File: config.mk
export PLATFORM = sky130hd
export DESIGN_NAME = debouncer_bank
export DESIGN_NICKNAME = d
export VERILOG_FILES = /design/src/rtl/debouncer_bank.sv
export SDC_FILE = /design/constraint.sdc
export NUM_CORES = 1
export LEC_CHECK = 0
export BUFFER_PORTS_ARGS = -buffer_cell sky130_fd_sc_hd__clkbuf_2
export CAP_MARGIN = 20
export CORE_AREA = 2 2 116 118
export CTS_CLUSTER_SIZE = 14
export DETAILED_ROUTE_END_ITERATION = 8
export DIE_AREA = 0 0 118 120
export MAX_ROUTING_LAYER = met4
export PLACE_DENSITY = 0.77
export SKIP_LAST_GASP = 1
export SLEW_MARGIN = 20
export SYNTH_ARGS = -nofsm -noshare
export SYNTH_HDL_FRONTEND = slang
export SYNTH_SLANG_ARGS = --single-unit
File: constraint.sdc
create_clock -name clk -period 4 [get_ports clk]
set_input_delay 0.8 -clock clk [delete_from_list [all_inputs] [get_ports clk]]
set_output_delay 0.8 -clock clk [all_outputs]
set_load 0.05 [all_outputs]
File: src/rtl/debouncer_bank.sv
// Multi-channel push-button debouncer: per-channel synchroniser and stable-time
// filter, press/release pulses, and long-press detection with optional auto-repeat.
module debouncer_bank #(
  parameter int unsigned N             = 4,
  parameter int unsigned THRESH        = 16,
  parameter bit          INVERT        = 1'b1,
  parameter int unsigned HOLD_CYCLES   = 1000000,
  parameter int unsigned REPEAT_CYCLES = 250000
) (
  input  logic         clk,
  input  logic         rst_n,
  input  logic [N-1:0] d,
  output logic [N-1:0] q,
  output logic [N-1:0] pos,
  output logic [N-1:0] neg,
  output logic [N-1:0] hold,
  output logic [N-1:0] rpt,
  output logic [N-1:0] held,
  output logic         any_evt
);

  localparam int unsigned CW   = $clog2(THRESH);
  localparam int unsigned HMAX = (HOLD_CYCLES > REPEAT_CYCLES) ? HOLD_CYCLES : REPEAT_CYCLES;
  localparam int unsigned HW   = $clog2(HMAX);
  localparam logic [CW-1:0] CNT_LAST  = CW'(THRESH - 1);
  localparam logic [HW-1:0] HOLD_LAST = HW'(HOLD_CYCLES - 1);
  localparam logic [HW-1:0] RPT_LAST  = HW'(REPEAT_CYCLES - 1);

  typedef enum logic [1:0] {RELEASED, PRESSED, HELD} hstate_t;

  logic [N-1:0]  sync_a, sync_b;
  logic [N-1:0]  idle, term, rise, fall;
  logic [CW-1:0] cnt [N];

  hstate_t       state    [N];
  hstate_t       state_nx [N];
  logic [HW-1:0] hcnt     [N];
  logic [HW-1:0] hcnt_nx  [N];
  logic [N-1:0]  hold_nx, rpt_nx;

  // term marks the edge on which q toggles; rise/fall are that toggle seen in advance
  always_comb begin
    idle = '0;
    term = '0;
    for (int unsigned i = 0; i < N; i++) begin
      idle[i] = (q[i] == sync_b[i]);
      term[i] = !idle[i] && (cnt[i] == CNT_LAST);
    end
  end

  assign rise = term & ~q;
  assign fall = term & q;

  always_ff @(posedge clk or negedge rst_n) begin
    if (!rst_n) begin
      sync_a <= '0;
      sync_b <= '0;
      q      <= '0;
      pos    <= '0;
      neg    <= '0;
      for (int unsigned i = 0; i < N; i++) cnt[i] <= '0;
    end else begin
      sync_a <= INVERT ? ~d : d;
      sync_b <= sync_a;
      q      <= q ^ term;
      pos    <= rise;
      neg    <= fall;
      for (int unsigned i = 0; i < N; i++) begin
        if (idle[i] || term[i]) cnt[i] <= '0;
        else                    cnt[i] <= cnt[i] + 1'b1;
      end
    end
  end

  always_ff @(posedge clk or negedge rst_n) begin
    if (!rst_n) begin
      hold <= '0;
      rpt  <= '0;
      for (int unsigned i = 0; i < N; i++) begin
        state[i] <= RELEASED;
        hcnt[i]  <= '0;
      end
    end else begin
      hold <= hold_nx;
      rpt  <= rpt_nx;
      for (int unsigned i = 0; i < N; i++) begin
        state[i] <= state_nx[i];
        hcnt[i]  <= hcnt_nx[i];
      end
    end
  end

  // A falling q is checked ahead of the state case so neg overrides hold/rpt terminals
  always_comb begin
    hold_nx = '0;
    rpt_nx  = '0;
    held    = '0;
    for (int unsigned i = 0; i < N; i++) begin
      state_nx[i] = state[i];
      hcnt_nx[i]  = hcnt[i];
      held[i]     = (state[i] == HELD);
      if (fall[i]) begin
        state_nx[i] = RELEASED;
        hcnt_nx[i]  = '0;
      end else begin
        case (state[i])
          RELEASED: begin
            if (rise[i]) begin
              state_nx[i] = PRESSED;
              hcnt_nx[i]  = '0;
            end
          end
          PRESSED: begin
            if (hcnt[i] == HOLD_LAST) begin
              state_nx[i] = HELD;
              hcnt_nx[i]  = '0;
              hold_nx[i]  = 1'b1;
            end else begin
              hcnt_nx[i] = hcnt[i] + 1'b1;
            end
          end
          HELD: begin
            if (REPEAT_CYCLES == 0) begin
              hcnt_nx[i] = '0;
            end else if (hcnt[i] == RPT_LAST) begin
              hcnt_nx[i] = '0;
              rpt_nx[i]  = 1'b1;
            end else begin
              hcnt_nx[i] = hcnt[i] + 1'b1;
            end
          end
          default: begin
            state_nx[i] = RELEASED;
            hcnt_nx[i]  = '0;
          end
        endcase
      end
    end
  end

  assign any_evt = |(pos | neg | hold | rpt);

endmodule

==> out/results.tsv, run 1 <==
metric	value	unit
grt_max_degree	133	
grt_pass1_wl	22600	um
drv_slew	0	
die_area	0.0142	sq mm
ctsHoldBuffers	0	
worstSetupStartpointType	flop	
fin_total_pwr	0.00407	W
firstDrtPassIters	5	
htree_levels	4	
final_hold_viol_count	0	
finClkSkew	9.41	ps
place.detailed.hpwl	8980	um
synth_cell_types	51	
cts_tree	done	
combPwrFrac	0.212	
tightestPinTransition	819	ps
num_rows	42	
synth-edff-count	0	
cts_buffer_depth	2	
fp.dieW	118	um
p_leak	3.47	nW
via_per_inst	5.65	
pin_count	31	
area_growth	15.4	%
min_from	sync_a[0]$_DFF_PN0_	
max_stage_delay	650	ps
cp_cell_sequence	nor4_1, nand4_1, clkbuf_2	
synthTopCellsByArea	dfrtp_1 50%, nor2_1 5.2%, xor2_1 4.9%, ha_1 4.6%, xnor2_1 3.9%	
p_int	0.00285	W
synth_async_sr_flop_share	1.00	
fin_ws	1260	ps
syn_inst	661	
yosysWarnings	0	
cts-root-buf	clkbuf_16	
cp-end-kind	output pin	
synth_top_area_frac	0.501	
setup_viol	0	
cp-startpoint	rpt[0]$_DFF_PN0_	
drive_gt1_frac	0.115	
start_util	0.508	
clk_pin_slew_worst_paths	60	ps
antenna_left	0	
register_area	0.00330	sq mm
grt_use_total	0.204	
clockPowerShare	0.427	
syn_avg_cell_area	9.97	sq um
die_h	120	um
critPathArrivalTime	1940	ps
gp_congestion	0.900	
p_seq_frac	0.361	
reg2reg_from	hcnt[60]$_DFFE_PN0P_	
synth_nets	691	
insertion_delay	420	ps
rsz0062_at_grt	false	
pre_cts_ws	1330	ps
cp_max_fo	2	
fin_crit_sh	0.685	
grt_pass1_vias	4750	
n_fill_cell	1080	
route.detailed.drc	0	
fmax	0.365	GHz
seq_area_frac_synth	0.501	
portBuffers	30	
required	3200	ps
drtIter0Drc	369	
wl_per_cell	14.9	um
numCtsBuffers	17	
cts.sinks	132	
vias	5025	
routed_wl	13200	um
fin_setup_tns	0	ps
yosysTopAreaCell	dfrtp_1	
ys.flop_type	dfrtp_1	
netlist_area	0.00659	sq mm
cts_setup_buffers	0	
path_class	reg2out	
grt-ovfl-total	0	
slew_headroom	0.453	
min_period	2740	ps
ir_drop	0.321	mV
cts.repair.resized	0	
cpMaxStageDelayCell	nor4_1	
antenna_cells	0	
sw_frac_of_total	0.301	
p_switching	0.00122	W
status	finished clean	
hold_path.class	reg2reg	
cap_viol_max_count	0	
multiInputGateArea	0.00313	sq mm
whs	346	ps
antenna_found_initial	0	
p_per_area	535	mW/mm^2
nNetsFinal	730	
core-area	0.0130	sq mm
ys_ff_latch	132	
[layout make-up]
type | instances | area share
well taps | 176 | 0.0290
inverters | 26 | 0.0128
repair buffers | 33 | 0.0247
multi-input cells | 490 | 0.411
clock buffers | 20 | 0.0614
clock inverters | 12 | 0.0265
flip-flops and latches | 132 | 0.434
[power by group through the flow]
stage | clock network, W | logic (W) | registers (W)
finish | 0.00174 | 0.000863 | 0.00147
global route | 0.00183 | 0.000982 | 0.00148
CTS | 0.00176 | 0.000869 | 0.00146
detailed placement | 0 | 0.000859 | 0.00149
global placement | 0 | 0.000824 | 0.00148
floorplan | 0 | 0.000686 | 0.00147
[worst max-delay path, delay by kind of cell, from the launching register on]
family / cells / cell delay, ps
and+or+nand+nor: 2 / 820
DFF: 1 / 440
buffers and inverters: 1 / 270
[cell usage after synthesis (6+ instances only)]
master,n
a22o_1,14
and3_1,22
and4_1,7
clkbuf_1,10
dfrtp_1,132
ha_1,24
inv_1,26
mux2_2,6
nand2_1,54
nand2b_1,6
nand3_1,43
nand4_1,15
nor2_1,92
nor2b_1,7
nor3_1,10
nor3b_1,7
nor4_1,15
nor4b_1,6
o21ai_0,28
or3_1,6
xnor2_1,29
xor2_1,37
[state kept, by name, indices dropped and copies added, names as in the netlist, named ones only]
register	cells
neg	4
sync_a	4
sync_b	4
cnt	16
pos	4
rpt	4
state	8
hold	4
hcnt	80
[logic make-up after synthesis]
kind of cell               Yosys count  share of synthesized area
buffers and inverters               39                     0.0237
and+or+nand+nor                    318                      0.251
AOI/OAI and AO/OA                   76                     0.0800
muxes                                6                     0.0103
DFF                                132                      0.501
xor gates and xnor gates            66                     0.0877
adders and majority gates           24                     0.0456
[metrics by stage]
stage,util,std cells,area (sq um)
after global routing,0.586,889,7600
after detailed placement,0.534,857,6940
after CTS,0.586,889,7600
after floorplan,-,661,6590
after global placement,0.534,857,6940
final,0.586,889,7600
[metal layers]
layer,part of all wire,global-route usage,vias to the layer above
met1,0.45,0.259,2476
met5,0,-,-
li1,-,-,2394
met3,0.041,0.0504,33
met2,0.49,0.314,122
met4,0.024,0.0851,0
[placed cells by master (no fill, tap or decap), types with 5 or more instances in the layout]
cell type / synthesis / routed
nand3_1: 43 / 43
inv_1: 26 / 26
a21o_1: 5 / 5
bufinv_16: 0 / 5
nor2_1: 92 / 92
nor4b_1: 6 / 6
clkbuf_16: 0 / 17
nand2_1: 54 / 54
and4_1: 7 / 7
xnor2_1: 29 / 29
nand4_1: 15 / 15
dfrtp_1: 132 / 132
xor2_1: 37 / 37
and2_1: 5 / 5
a22o_1: 14 / 14
a21oi_1: 5 / 5
nor3_1: 10 / 10
clkbuf_2: 0 / 29
and3_1: 22 / 22
ha_1: 24 / 24
nor4_1: 15 / 15
nor3b_1: 7 / 7
nand2b_1: 6 / 6
or3_1: 6 / 6
nor2b_1: 7 / 7
o21ai_0: 28 / 28
mux2_2: 6 / 6
[worst paths after layout]
path                            slack [ps]  cells after the start              endpoint
worst max-delay path                  1260                      3               any_evt
worst min-delay path                   350                      0   sync_b[0]$_DFF_PN0_
worst max register to register        1310                      7  hcnt[76]$_DFFE_PN0P_
worst min register to register         350                      0   sync_b[0]$_DFF_PN0_
max in group asynchronous             3010                      2  hcnt[59]$_DFFE_PN0P_
min in group asynchronous              480                      2  hcnt[67]$_DFFE_PN0P_
No activity file was read; power rests on OpenSTA's default activity.
==> run 2, diff against run 1 <==
- ABC_AREA: default -> 1
- CORE_AREA: 2 2 116 118 -> 2 2 120 122
- DIE_AREA: 0 0 118 120 -> 0 0 122 124
- PLACE_DENSITY: 0.77 -> 0.8
- clock period: 4 -> 2.5 ns (I/O delays scaled with it)
==> out/results.tsv, run 2 <==
metric	value	unit	change
status	finished clean		unchanged
antenna_cells	0		unchanged
num_rows	43		was 42
antenna_found_initial	0		unchanged
multiInputGateArea	0.00325	sq mm	was 0.00313 sq mm
critPathArrivalTime	1780	ps	was 1940 ps
cts_setup_buffers	0		unchanged
antenna_left	0		unchanged
cp_max_fo	2		unchanged
cts_tree	done		unchanged
vias	5762		was 5,025
fmax	0.439	GHz	
final_hold_viol_count	0		unchanged
largest_registers	hcnt x80, cnt x16, state x8		unchanged
ir_drop	0.565	mV	was 0.321 mV
slew_headroom	0.684		was 0.453
ys_ff_latch	132		unchanged
core-area	0.0137	sq mm	was 0.0130 sq mm
die_area	0.0151	sq mm	was 0.0142 sq mm
synth_top_family_by_area	simple AND/OR/NAND/NOR gates		unchanged
yosysWarnings	0		unchanged
fp.dieW	122	um	was 118 um
final_common_cell	nand2_1		was dfrtp_1
cts.repair.resized	0		unchanged
start_util	0.515		was 0.508
largest_register	hcnt		unchanged
required	2000	ps	was 3200 ps
netlist_area	0.00706	sq mm	was 0.00659 sq mm
largest_register_ffs	80		unchanged
layout.cells.non_filler	1132		was 889
p_per_area	804	mW/mm^2	was 535 mW/mm^2
numCtsBuffers	17		unchanged
fin_setup_tns	0	ps	unchanged
grt_pass1_wl	25500	um	was 22,600 um
cts-root-buf	clkbuf_16		unchanged
clk_pin_slew_worst_paths	60	ps	about the same
synthMuxAreaShare	0		was 0.0103
path_class	reg2out		unchanged
pin_count	31		unchanged
synth-simple-area-share	0.320		was 0.251
cap_viol_max_count	0		unchanged
drive_gt1_frac	0.125		was 0.115
cts_buffer_depth	2		unchanged
synth_cell_types	39		was 51
gp_congestion	0.916		was 0.900
register_area	0.00330	sq mm	unchanged
fin_ws	223	ps	was 1260 ps
tightestPinTransition	469	ps	was 819 ps
pre_cts_ws	629	ps	was 1330 ps
numPlacedInstances	1101		was 857
post-synth-top-count-cell	nand2_1		was dfrtp_1
drtIter0Drc	535		was 369
seq_area_frac_synth	0.468		was 0.501
grt_max_degree	52		was 133
htree_levels	4		unchanged
ys.flop_type	dfrtp_1		unchanged
synth_compound_area_frac	0.0436		was 0.0800
cts.sinks	132		unchanged
place.detailed.hpwl	10500	um	was 8980 um
portBuffers	30		unchanged
finClkSkew	5.77	ps	was 9.41 ps
layout_common_cells	186 x nand2_1, 181 x nor2_1, 132 x dfrtp_1		was 132 x dfrtp_1, 92 x nor2_1, 54 x nand2_1
wl_per_cell	12.9	um	was 14.9 um
grt_pass1_vias	5650		was 4,750
routed_wl	14700	um	was 13,200 um
fin_total_pwr	0.00642	W	was 0.00407 W
firstDrtPassIters	6		was 5
setup_viol	0		unchanged
n_fill_cell	1236		was 1,080
p_leak	3.72	nW	was 3.47 nW
grt-ovfl-total	0		unchanged
area_growth	13.1	%	was 15.4%
synthTopCellsByArea	dfrtp_1 47%, nand2_1 9.9%, nor2_1 9.6%, inv_1 5.2%, nand3_1 4.6%		was dfrtp_1 50%, nor2_1 5.2%, xor2_1 4.9%, ha_1 4.6%, xnor2_1 3.9%
hold_path.class	in2async		was reg2reg
rsz0062_at_grt	false		unchanged
synth-edff-count	0		unchanged
synth_top_area_frac	0.468		was 0.501
fin_crit_sh	0.911		
ctsHoldBuffers	0		unchanged
route.detailed.drc	0		unchanged
die_h	124	um	was 120 um
insertion_delay	420	ps	about the same
grt_use_total	0.221		was 0.204
cpMaxStageDelayCell	nor4_1		unchanged
synth_nets	924		was 691
cp-end-kind	output pin		unchanged
max_stage_delay	470	ps	was 650 ps
min_period	2280	ps	
synthAdderAreaFrac	0.0425		was 0.0456
nNetsFinal	970		was 730
synthXorXnorAreaFrac	0.0546		was 0.0877
syn_avg_cell_area	7.90	sq um	was 9.97 sq um
synth_common_cells	186 x nand2_1, 181 x nor2_1, 132 x dfrtp_1		was 132 x dfrtp_1, 92 x nor2_1, 54 x nand2_1
yosysTopAreaCell	dfrtp_1		unchanged
synth_async_sr_flop_share	1.00		unchanged
syn_inst	894		was 661
drv_slew	0		unchanged
via_per_inst	5.09		was 5.65
cp_cell_sequence	nor4_1, nand4_1, clkbuf_2		unchanged
worstSetupStartpointType	flop		unchanged
## run 2: cell types whose count changed in the layout (fill, tap and decap cells not counted), moves of 7 or more
cell,previous run,this run
a22o_1,14,0
and3_1,22,0
and4_1,7,0
inv_1,26,98
inv_2,0,14
nand2_1,54,186
nand2_2,0,9
nand3_1,43,65
nor2_1,92,181
nor2_2,1,22
nor4_1,15,4
o21ai_0,28,43
xnor2_1,29,7
## run 2: logic make-up (layout without fill, tap and decap cells)
| family | after synthesis | count (layout) |
|---|---|---|
| buffers and inverters | 121 | 179 |
| AOI/OAI and AO/OA | 58 | 58 |
| adders and majority gates | 24 | 24 |
| and+or+nand+nor | 515 | 515 |
| DFF | 132 | 132 |
| xor gates and xnor gates | 44 | 44 |
## run 2: path summary, 6_finish.rpt
check,from,end,slack [ps],depth (start not counted)
max,neg[2]$_DFF_PN0_,any_evt,220,3
min,rst_n,hcnt[75]$_DFFE_PN0P_,5,1
max reg2reg,cnt[8]$_DFF_PN0_,hcnt[57]$_DFFE_PN0P_,560,9
min reg2reg,sync_a[2]$_DFF_PN0_,sync_b[2]$_DFF_PN0_,350,0
max in group asynchronous,rst_n,hcnt[36]$_DFFE_PN0P_,1840,2
min in group clk,d[1],sync_a[1]$_DFF_PN0_,210,2
## run 2: area by class of cell
| cell class | count | share of cell area |
|---|---|---|
| clock buffers | 21 | 0.0577 |
| clock inverters | 10 | 0.0135 |
| inverters | 113 | 0.0534 |
| multi-input cells | 641 | 0.408 |
| flip-flops and latches | 132 | 0.414 |
| well taps | 180 | 0.0282 |
| repair buffers | 35 | 0.0259 |
## run 2: where the power goes
group          switching (W)  internal (W)
logic                0.00122      0.000435
clock network       0.000901       0.00150
registers           0.000101       0.00226
total                0.00222       0.00419
## run 2: routing by layer
metal,GRT usage,up-vias,routed length [um]
met2,0.359,104,6970
met3,0.0458,41,567
li1,-,2912,-
met1,0.266,2705,6720
met5,-,-,0
met4,0.0999,0,399
## run 2: per-stage QoR
| stage | util | instance area (sq um) | hold slack, ps |
|---|---|---|---|
| finish | 0.582 | 7980 | 4.99 |
| global route | 0.582 | 7980 | 33.3 |
| floorplan | - | 7060 | 204 |
| global placement | 0.541 | 7420 | 332 |
| detailed placement | 0.541 | 7420 | 337 |
| CTS | 0.582 | 7980 | 18.7 |
## run 2: worst max-delay path: cells and delay by family (launching register included)
family	cells	cell delay, ps
DFF	1	380
and+or+nand+nor	2	690
buffers and inverters	1	290
==> run 3, diff against run 2 <==
- RECOVER_POWER: default -> 50
==> out/results.tsv, run 3 (synthesis gave the netlist of run 2 again) <==
metric	value	unit	change
status	finished clean		unchanged
finalInstanceArea	0.00796	sq mm	was 0.00798 sq mm
nNetsFinal	970		unchanged
setup_viol	0		unchanged
largest_registers	hcnt x80, cnt x16, state x8		unchanged
placed_area	0.00742	sq mm	unchanged
drv_slew	0		unchanged
busiest_layer	met2		unchanged
ctsHoldBuffers	0		unchanged
htree_levels	4		unchanged
num_rows	43		unchanged
path_class	reg2out		unchanged
pin_count	31		unchanged
critPathArrivalTime	1790	ps	was 1780 ps
grt_max_degree	52		unchanged
final_hold_viol_count	0		unchanged
min_period	2290	ps	was 2280 ps
r2r_slack	540	ps	was 560 ps
r2r_cells	9		unchanged
wl_per_cell	12.9	um	about the same
grt.met3_usage	0.0458		unchanged
routed_wl	14600	um	was 14,700 um
firstDrtPassIters	5		was 6
grt_use_met1	0.266		unchanged
cp-startpoint	neg[2]$_DFF_PN0_		unchanged
grt_use_total	0.221		unchanged
drtIter0Drc	515		was 535
max_stage_delay	470	ps	about the same
reg2reg_from	cnt[4]$_DFF_PN0_		was cnt[8]$_DFF_PN0_
route.detailed.drc	0		unchanged
fp.dieW	122	um	unchanged
gp_congestion	0.916		unchanged
cp-end-kind	output pin		unchanged
antenna_cells	0		unchanged
multiInputGateArea	0.00325	sq mm	about the same
timing.rr.end	hcnt[35]$_DFFE_PN0P_		was hcnt[57]$_DFFE_PN0P_
via_per_inst	5.06		was 5.09
cts_tree	done		unchanged
largest_register_ffs	80		unchanged
cpMaxStageDelayCell	nor4_1		unchanged
antenna_left	0		unchanged
whs	212	ps	was 4.99 ps
finClkSkew	5.62	ps	was 5.77 ps
p_per_area	806	mW/mm^2	was 804 mW/mm^2
numCtsBuffers	17		unchanged
cts_setup_buffers	0		unchanged
hold_path.class	in2reg		was in2async
fin_crit_sh	0.914		was 0.911
cts_buffer_depth	2		unchanged
core-area	0.0137	sq mm	unchanged
portBuffers	30		unchanged
insertion_delay	420	ps	about the same
grt_pass1_wl	25500	um	unchanged
rsz0062_at_grt	false		unchanged
cp_max_fo	2		unchanged
area_growth	12.7	%	was 13.1%
required	2000	ps	about the same
crit_end	any_evt		unchanged
start_util	0.515		unchanged
ir_drop	0.564	mV	was 0.565 mV
layout_common_cells	186 x nand2_1, 184 x nor2_1, 132 x dfrtp_1		was 186 x nand2_1, 181 x nor2_1, 132 x dfrtp_1
crit_buf_inv	1		unchanged
largest_register	hcnt		unchanged
cts.repair.resized	0		unchanged
clk_pin_slew_worst_paths	50	ps	was 60 ps
die_h	124	um	unchanged
grt_pass1_vias	5650		unchanged
die_area	0.0151	sq mm	unchanged
place.detailed.hpwl	10500	um	unchanged
cap_viol_max_count	0		unchanged
final_common_cell	nand2_1		unchanged
p_leak	3.71	nW	was 3.72 nW
n_fill_cell	1241		was 1,236
drive_gt1_frac	0.118		was 0.125
cts-root-buf	clkbuf_16		unchanged
vias	5723		was 5,762
slew_headroom	0.150		was 0.684
fmax	0.437	GHz	was 0.439 GHz
worstSetupStartpointType	flop		unchanged
register_area	0.00330	sq mm	unchanged
met2_usage	0.359		unchanged
tightestPinTransition	1280	ps	was 469 ps
antenna_found_initial	0		unchanged
cp_num_cells	3		unchanged
fin_setup_tns	0	ps	unchanged
cp_cell_sequence	nor4_1, nand4_1, clkbuf_2		unchanged
grt-ovfl-total	0		unchanged
cts.sinks	132		unchanged
critPathTopFamily	simple AND/OR/NAND/NOR gates		unchanged
run 3: cell types whose count changed in the layout (fill, tap and decap cells not counted):
cell      before  now
nor2_1       181  184
clkinv_1       0    1
inv_2         14   13
clkbuf_2      29   30
buf_6          1    0
clkbuf_1       2    5
nor2_2        22   19
buf_4          4    1
run 3: worst min-delay path by stage:
stage                   startpoint                   end  slack (ps)  cells after the start
2_1_floorplan                rst_n             async pin         200                      0
3_3_place_gp   sync_a[2]$_DFF_PN0_   sync_b[2]$_DFF_PN0_         330                      0
3_5_place_dp   sync_a[2]$_DFF_PN0_   sync_b[2]$_DFF_PN0_         340                      0
4_1_cts                      rst_n  hcnt[75]$_DFFE_PN0P_          20                      1
5_1_grt                       d[2]   sync_a[2]$_DFF_PN0_         200                      2
6_report                      d[1]   sync_a[1]$_DFF_PN0_         210                      2
run 3: stage by stage:
| stage | worst slack [ps] | utilization | total power, W | instances |
|---|---|---|---|---|
| floorplan | 618 | - | 0.00377 | 894 |
| global placement | 679 | 0.541 | 0.00398 | 1101 |
| detailed placement | 629 | 0.541 | 0.00404 | 1101 |
| CTS | 260 | 0.582 | 0.00646 | 1132 |
| global route | 161 | 0.580 | 0.00680 | 1132 |
| finish | 214 | 0.580 | 0.00641 | 1132 |
run 3: layer usage:
| layer | wire length (um) | up-vias |
|---|---|---|
| met4 | 394 | 0 |
| met2 | 6910 | 98 |
| met1 | 6780 | 2680 |
| met3 | 559 | 37 |
| li1 | - | 2908 |
| met5 | 0 | - |
run 3: cell type report:
cell class	count	area share
Sequential cell	132	0.415
Multi-Input combinational cell	641	0.408
Clock buffer	21	0.0579
Inverter	113	0.0536
Tap cell	180	0.0283
Timing Repair Buffer	35	0.0237
Clock inverter	10	0.0135
run 3: where the power goes:
group / internal (W) / switching (W)
sequential: 0.00226 / 0.000102
combinational: 0.000432 / 0.00122
clock: 0.00150 / 0.000902
